===== src/rtl/fifo_read_arbiter.sv =====
// fifo_read_arbiter
//   Shares one FIFO read port between NUM_REQ burst requesters. An idle
//   arbiter grants the next pending requester in round-robin order, latches
//   that requester's burst length, issues that many FIFO reads (stalling
//   while the FIFO is empty), waits for every read to be acknowledged, and
//   then pulses done to the requester for one cycle before returning to idle.
//
// Ports
//   clk           single clock, rising edge
//   areset        asynchronous active-high reset
//   req           per-requester burst request (level)
//   req_len       packed burst lengths, requester i at [i*LEN_W +: LEN_W]
//   grant         registered one-hot grant
//   done          one-cycle burst-complete pulse to the granted requester
//   out_data      FIFO read data, forwarded combinationally
//   out_valid     per-requester data strobe
//   busy          arbiter not idle
//   fifo_rd_en    FIFO read strobe
//   fifo_rd_data  FIFO read data
//   fifo_rd_ack   FIFO read data valid (one or more cycles after fifo_rd_en)
//   fifo_empty    FIFO empty flag
module fifo_read_arbiter #(
    parameter int DATA_W  = 8,
    parameter int NUM_REQ = 4,
    parameter int LEN_W   = 8
) (
    input  logic                     clk,
    input  logic                     areset,
    input  logic [NUM_REQ-1:0]       req,
    input  logic [NUM_REQ*LEN_W-1:0] req_len,
    output logic [NUM_REQ-1:0]       grant,
    output logic [NUM_REQ-1:0]       done,
    output logic [DATA_W-1:0]        out_data,
    output logic [NUM_REQ-1:0]       out_valid,
    output logic                     busy,
    output logic                     fifo_rd_en,
    input  logic [DATA_W-1:0]        fifo_rd_data,
    input  logic                     fifo_rd_ack,
    input  logic                     fifo_empty
);

    localparam int IDX_W = (NUM_REQ > 1) ? $clog2(NUM_REQ) : 1;

    typedef enum logic [1:0] {IDLE, READ, DRAIN, DONE} state_t;

    state_t             state;
    logic [IDX_W-1:0]   last_grant;
    logic [LEN_W-1:0]   len_q;
    logic [LEN_W-1:0]   issued;
    logic [LEN_W-1:0]   acked;

    logic               pick_found;
    logic [IDX_W-1:0]   pick_idx;
    logic [NUM_REQ-1:0] pick_oh;
    logic [LEN_W-1:0]   pick_len;
    logic [31:0]        cand;
    logic [IDX_W-1:0]   cand_idx;

    logic               ack_take;
    logic [LEN_W-1:0]   acked_next;

    // Round-robin search starting one past the last granted requester.
    always_comb begin
        pick_found = 1'b0;
        pick_idx   = '0;
        cand       = '0;
        cand_idx   = '0;
        for (int k = 0; k < NUM_REQ; k++) begin
            cand = 32'(last_grant) + 32'(k) + 32'd1;
            if (cand >= 32'(NUM_REQ)) begin
                cand = cand - 32'(NUM_REQ);
            end
            cand_idx = cand[IDX_W-1:0];
            if (!pick_found && req[cand_idx]) begin
                pick_found = 1'b1;
                pick_idx   = cand_idx;
            end
        end
    end

    always_comb begin
        pick_oh  = '0;
        pick_len = '0;
        for (int i = 0; i < NUM_REQ; i++) begin
            if (pick_idx == IDX_W'(i)) begin
                pick_oh[i] = 1'b1;
                pick_len   = req_len[i*LEN_W +: LEN_W];
            end
        end
    end

    // An ack only counts while a read is outstanding; stray acks (idle, or
    // left over from a burst abandoned by reset) are dropped here.
    assign ack_take   = fifo_rd_ack && (acked < issued);
    assign acked_next = acked + LEN_W'(ack_take);

    assign fifo_rd_en = (state == READ) && !fifo_empty && (issued < len_q);
    assign out_valid  = ack_take ? grant : '0;
    assign done       = (state == DONE) ? grant : '0;
    assign busy       = (state != IDLE);
    assign out_data   = fifo_rd_data;

    always_ff @(posedge clk or posedge areset) begin
        if (areset) begin
            state      <= IDLE;
            grant      <= '0;
            last_grant <= IDX_W'(NUM_REQ - 1);
            len_q      <= '0;
            issued     <= '0;
            acked      <= '0;
        end else begin
            if (fifo_rd_en) begin
                issued <= issued + LEN_W'(1);
            end
            if (ack_take) begin
                acked <= acked_next;
            end
            case (state)
                IDLE: begin
                    if (pick_found) begin
                        state      <= READ;
                        grant      <= pick_oh;
                        last_grant <= pick_idx;
                        len_q      <= pick_len;
                        issued     <= '0;
                        acked      <= '0;
                    end
                end
                READ: begin
                    // A zero-length burst has nothing to drain.
                    if (issued == len_q) begin
                        state <= (len_q == '0) ? DONE : DRAIN;
                    end
                end
                DRAIN: begin
                    // Include an ack landing this cycle.
                    if (acked_next == len_q) begin
                        state <= DONE;
                    end
                end
                DONE: begin
                    state <= IDLE;
                    grant <= '0;
                end
                default: state <= IDLE;
            endcase
        end
    end

endmodule


===== config.mk =====
export PLATFORM = sky130hd
export DESIGN_NAME = fifo_read_arbiter
export DESIGN_NICKNAME = d
export VERILOG_FILES = /design/src/rtl/fifo_read_arbiter.sv
export SDC_FILE = /design/constraint.sdc
export NUM_CORES = 1
export LEC_CHECK = 0
export BUFFER_PORTS_ARGS = -buffer_cell sky130_fd_sc_hd__buf_2
export CORE_ASPECT_RATIO = 0.5
export CORE_MARGIN = 3
export CORE_UTILIZATION = 45
export CTS_BUF_LIST = sky130_fd_sc_hd__clkbuf_4 sky130_fd_sc_hd__clkbuf_8
export DETAILED_ROUTE_END_ITERATION = 8
export PLACE_DENSITY_LB_ADDON = 0.25
export SLEW_MARGIN = 20
export SYNTH_ARGS = -nofsm -noshare
export SYNTH_HDL_FRONTEND = slang
export SYNTH_SLANG_ARGS = --single-unit

===== constraint.sdc =====
create_clock -name clk -period 2.93 [get_ports clk]
set_input_delay 0.879 -clock clk [delete_from_list [all_inputs] [get_ports clk]]
set_output_delay 0.879 -clock clk [all_outputs]
set_load 0.005 [all_outputs]

# After elaboration in Yosys (flattened, before gate mapping)
# Index checks and enable logic that the tools add are counted.
[totals]
ff_bits = 32
output_inout_bits = 22
[op_classes]
addsub = 12
order_cmp = 10
eq_ne = 11
n_mux = 43
reduce_logical = 18
[op_table]
columns = ["op", "count"]
rows = [
  ["$mux W8", 10],
  ["$mux W2", 11],
  ["$eq A8 B8 Y1", 2],
  ["$lt A8 B8 Y1", 2],
  ["$mux W1", 13],
  ["$add A3 B1 Y4 const B", 3],
  ["$ge A4 B3 Y1 const B", 3],
  ["$lt A2 B3 Y1 const B", 4],
  ["$mux W4", 3],
  ["$add A8 B1 Y8", 1],
  ["$add A8 B1 Y8 const B", 1],
  ["$bmux W1 S2", 4],
  ["$eq A2 B2 Y1 const B", 4],
  ["$logic_not A8 Y1", 1],
  ["$pmux W2 S4", 1],
  ["$pmux W4 S2", 1],
  ["$sub A2 B1 Y2 const B", 4],
  ["$add A2 B2 Y3 const B", 2],
  ["$logic_and A1 B1 Y1", 6],
  ["$eq A2 B1 Y1 const B", 2],
  ["$logic_not A1 Y1", 4],
  ["$logic_not A2 Y1", 2],
  ["$ne A2 B2 Y1 const B", 2],
  ["$reduce_and A2 Y1", 2],
  ["other kinds (5)", 6],
]

# Depth between registers and ports, before layout
[logic_depth]
word_depth = 20
depth_mapped = 16
depth_no_buf = 16

# Least setup slack after synthesis
# No wires, ideal clock.
[synth_timing]
path_kind = "input to register"
startpoint = "in fifo_rd_ack"
endpoint = "reg state[0]"
arrival_ns = 3.096
path_slack_ns = -0.253
path_stages = 13
n_path_buf = 0
path_cell_list = "nand4_1 -> a21oi_1 -> a31oi_1 -> nand2_1 -> ha_1 -> ha_1 -> and4_2 -> o21ai_0 -> o21ai_1 -> a2111o_1 -> o22ai_2 -> o21ai_1 -> a22oi_1"
[synth_via]
elab_chain_len = 5
[synth_lines]
columns = ["element", "line", "rtl"]
rows = [
  ["start: declaration", "38", "input logic fifo_rd_ack,"],
  ["$logic_and A1 B1 Y1", "94", "assign ack_take = fifo_rd_ack && (acked < issued);"],
  ["$add A8 B1 Y8", "95", "assign acked_next = acked + LEN_W'(ack_take);"],
  ["$eq A8 B8 Y1", "137", "if (acked_next == len_q) begin"],
  ["$ne A2 B2 Y1 (no source line)", "n/a", ""],
  ["$reduce_and A3 Y1 (no source line)", "n/a", ""],
  ["end signal: assignment", "132", "state <= (len_q == '0) ? DONE : DRAIN;"],
  ["end: declaration", "46", "state_t state;"],
]
# Every way passes these cells.
# A chain may end at the register's enable or synchronous reset.

# Worst setup path after layout
[layout_timing]
startpoint = "reg issued[1]"
endpoint = "out out_valid[0]"
[layout_via]
elab_chain_len = 3
[layout_lines]
columns = ["element", "line", "rtl"]
rows = [
  ["start: declaration", "49", "logic [LEN_W-1:0] issued;"],
  ["start signal: assignment", "113", "issued <= issued + LEN_W'(1);"],
  ["$lt A8 B8 Y1", "94", ""],
  ["$logic_and A1 B1 Y1", "94", ""],
  ["$mux W4", "98", "assign out_valid = ack_take ? grant : '0;"],
  ["end: declaration", "34", "output logic [NUM_REQ-1:0] out_valid,"],
]
# Every way passes these cells.

==> results.ini <==
[status]
status=complete, no violations

[min_path]
holdPathStages=2
min_to=grant[1]
hold_path.class=register to register
min_from=grant[1]

[yosys]
synth_nets=360
synth_area_leaders=dfrtp_1, ha_1, mux2i_1
netlist_area_um2=2551
ys_types=49
syn_inst=289
synth-warning-count=0
syn_avg_cell_area_um2=8.828
synth-seq-cells=32
yosys.area.top_type_share=0.2943
synth-edff-count=0
ys_seq_area_frac=0.3149
synth_largest_area_cell=dfrtp_1
synthArstFlopShare=1.000
synth_ff_type=dfrtp_1

[die]
dieHeight_um=59.24
ios=70
start_util=0.4904
die_w_um=112.5
core_area_um2=5202
die_area_um2=6664
rows=18

[routing]
wl_um=6344
drt_iter0_drc=99
vias_per_cell=5.369
drtPass1Iterations=4
wire_per_inst_um=14.72
ant_nets=0
vias=2314
drc=0

[clock_network]
clk_pin_slew_ps=70
clk_latency_ps=290
clockRootBuffer=clkbuf_8
cts_tree=built
cts_max_path_buffers=2
clock_sinks=32
cts_hold_buf=0
cts_max_level=2
cts_buffers=5

[finish]
drive_gt1_frac=0.3380
syn_to_final_growth_pct=25.90
insertedDiodeCount=0
fillerInstances=457
final_nets=431
final_cell_area_um2=3212

[global_routing]
first_global_vias=2239
track_usage=0.1976
grt_max_degree=20
grt_pass1_wl_um=10430
antenna_found_initial=0
overflow=0

[timing]
max_freq_mhz=343.0
worst_slew_pin_slew_ps=773.3
setup_ws_ps=14.27
hold_viol=0
grt_setup_unrepaired=yes
maxSlewViolCount=0
finalSetupViolCount=0
skew_ps=12.65
slew_headroom=0.4845
fin_crit_ps=2916
period_share=0.9951

[placement]
io_buffer_count=53
dpl_worst_slack_ps=-203.7
gp_congestion=0.9821
placed_area_um2=2989
hpwl_um=4864

[power_and_ir_drop]
p_per_area_nw_per_um2=770.9
ir_drop_mv=0.4155
leakagePower_nw=1.557

[critical_path]
ff2ff_path_depth=15
timing.rr.start=issued[1]
worst_setup_path_start_kind=register
required_ps=2050
crit_path_end_kind=primary output
path_max_fanout=5
arrival_ps=2040
reg2reg_to=state[0]
worstSetupPathType=register to primary output
regToRegSetupSlack_ps=70
timing.critical_path.from=issued[1]

[run]
maxCapViolCount=0

## cell usage after synthesis, types with 5 or more instances
library cell	instances
dfrtp_1	30
nand2_1	27
inv_1	24
ha_1	23
nor2_1	23
xnor2_1	20
mux2i_1	18
o21ai_0	14
a21oi_1	9
and2_1	9
buf_4	9
o21ai_1	9
mux2_2	8
nand3_1	7
a21o_1	5
nor3_1	5
## report_power, final
group          total [mW]  internal (mW)  switching, mW
Clock               0.351          0.185          0.166
Combinational        1.37          0.669          0.702
Sequential          0.754          0.585          0.170
## flip-flops by register name (all words and copies together), names as in the netlist
signal	flops
len_q	8
issued	8
last_grant	2
acked	8
grant	4
state	2
## cells in the final DEF (no fill, tap or decap), types with 2 or more instances in the layout
cell type / netlist / final
buf_2: 2 / 51
dfrtp_1: 30 / 29
buf_4: 9 / 25
nand2_1: 27 / 24
inv_1: 24 / 22
nor2_1: 23 / 21
xnor2_1: 20 / 20
ha_1: 23 / 19
mux2i_1: 18 / 18
o21ai_0: 14 / 12
o21ai_1: 9 / 11
a21oi_1: 9 / 9
mux2_2: 8 / 8
nand3_1: 7 / 7
and2_1: 9 / 7
nor3_1: 5 / 5
a21o_1: 5 / 5
clkbuf_8: 0 / 5
nand4_1: 4 / 4
ha_4: 0 / 4
buf_6: 1 / 4
nand2b_1: 3 / 3
nand2_2: 0 / 3
o21a_1: 3 / 3
and2_4: 0 / 3
a21boi_0: 3 / 3
nor2_2: 0 / 2
a31oi_2: 0 / 2
a31oi_1: 4 / 2
inv_2: 0 / 2
clkbuf_4: 0 / 2
dfstp_2: 2 / 2
## routing by layer
metal  global-route usage  vias up  wire length [µm]
met5                    0        -                 0
met2               0.3277       70              2868
met1               0.2617     1087              2970
met4              0.06164        0               101
li1                     -     1141                 -
met3              0.04587       16               404
## repair_timing
action                                  in CTS  in global routing
resized for setup                            5                 15
endpoints found under the setup margin       6                  7
setup buffers                                3                  4
pin swaps                                    1                 10
cloned                                       0                  0
## logic make-up after synthesis
kind of cell             after synthesis  share of synthesized area
buffers and inverters                 40                    0.07651
adder cells (fa/ha/maj)               23                     0.1128
multiplexers                          26                     0.1059
XOR/XNOR                              20                    0.06866
AND/OR/NAND/NOR                       86                     0.1614
flip-flops                            32                     0.3149
AO/OA/AOI/OAI                         62                     0.1599
## critical path: stages (launching register included)
cell	delay, ps
dfrtp_1	390
inv_2	80
ha_4	200
a21o_1	150
a21o_1	170
a211o_1	280
nand2_2	110
buf_6	130
and2_4	140
buf_6	80
## per-stage QoR
stage | total power, mW | TNS, ps | hold slack [ps] | std cells | utilization
after floorplan | 1.636 | 0 | 478.8 | 289 | -
after global placement | 1.967 | -134.8 | 505.4 | 416 | 0.5746
after detailed placement | 2.026 | -351.5 | 510.2 | 416 | 0.5746
after CTS | 2.417 | 0 | 525.8 | 427 | 0.5996
after global routing | 2.692 | -371.7 | 586.8 | 431 | 0.6174
final | 2.476 | 0 | 525.2 | 431 | 0.6174
## area by class of cell
class,count,area (µm²),area share
multi-input cells,217,1653,0.5146
flip-flops and latches,32,804.5,0.2505
repair buffers,80,488.0,0.1519
inverters,24,90.09,0.02805
well taps,70,87.58,0.02727
clock buffers,7,83.83,0.02610
clock inverters,1,5.005,0.001558
## how the worst max path moves through the flow
| stage | to | cells after the start | slack [ps] |
|---|---|---|---|
| final | out_valid[0] | 9 | 10 |
| after global routing | state[0] | 15 | -90 |
| after CTS | out_valid[0] | 9 | 10 |
| after detailed placement | state[0] | 14 | -200 |
| after global placement | state[0] | 14 | -70 |
| after floorplan | state[0] | 13 | 30 |
No activity file was read; power rests on OpenSTA's default activity.
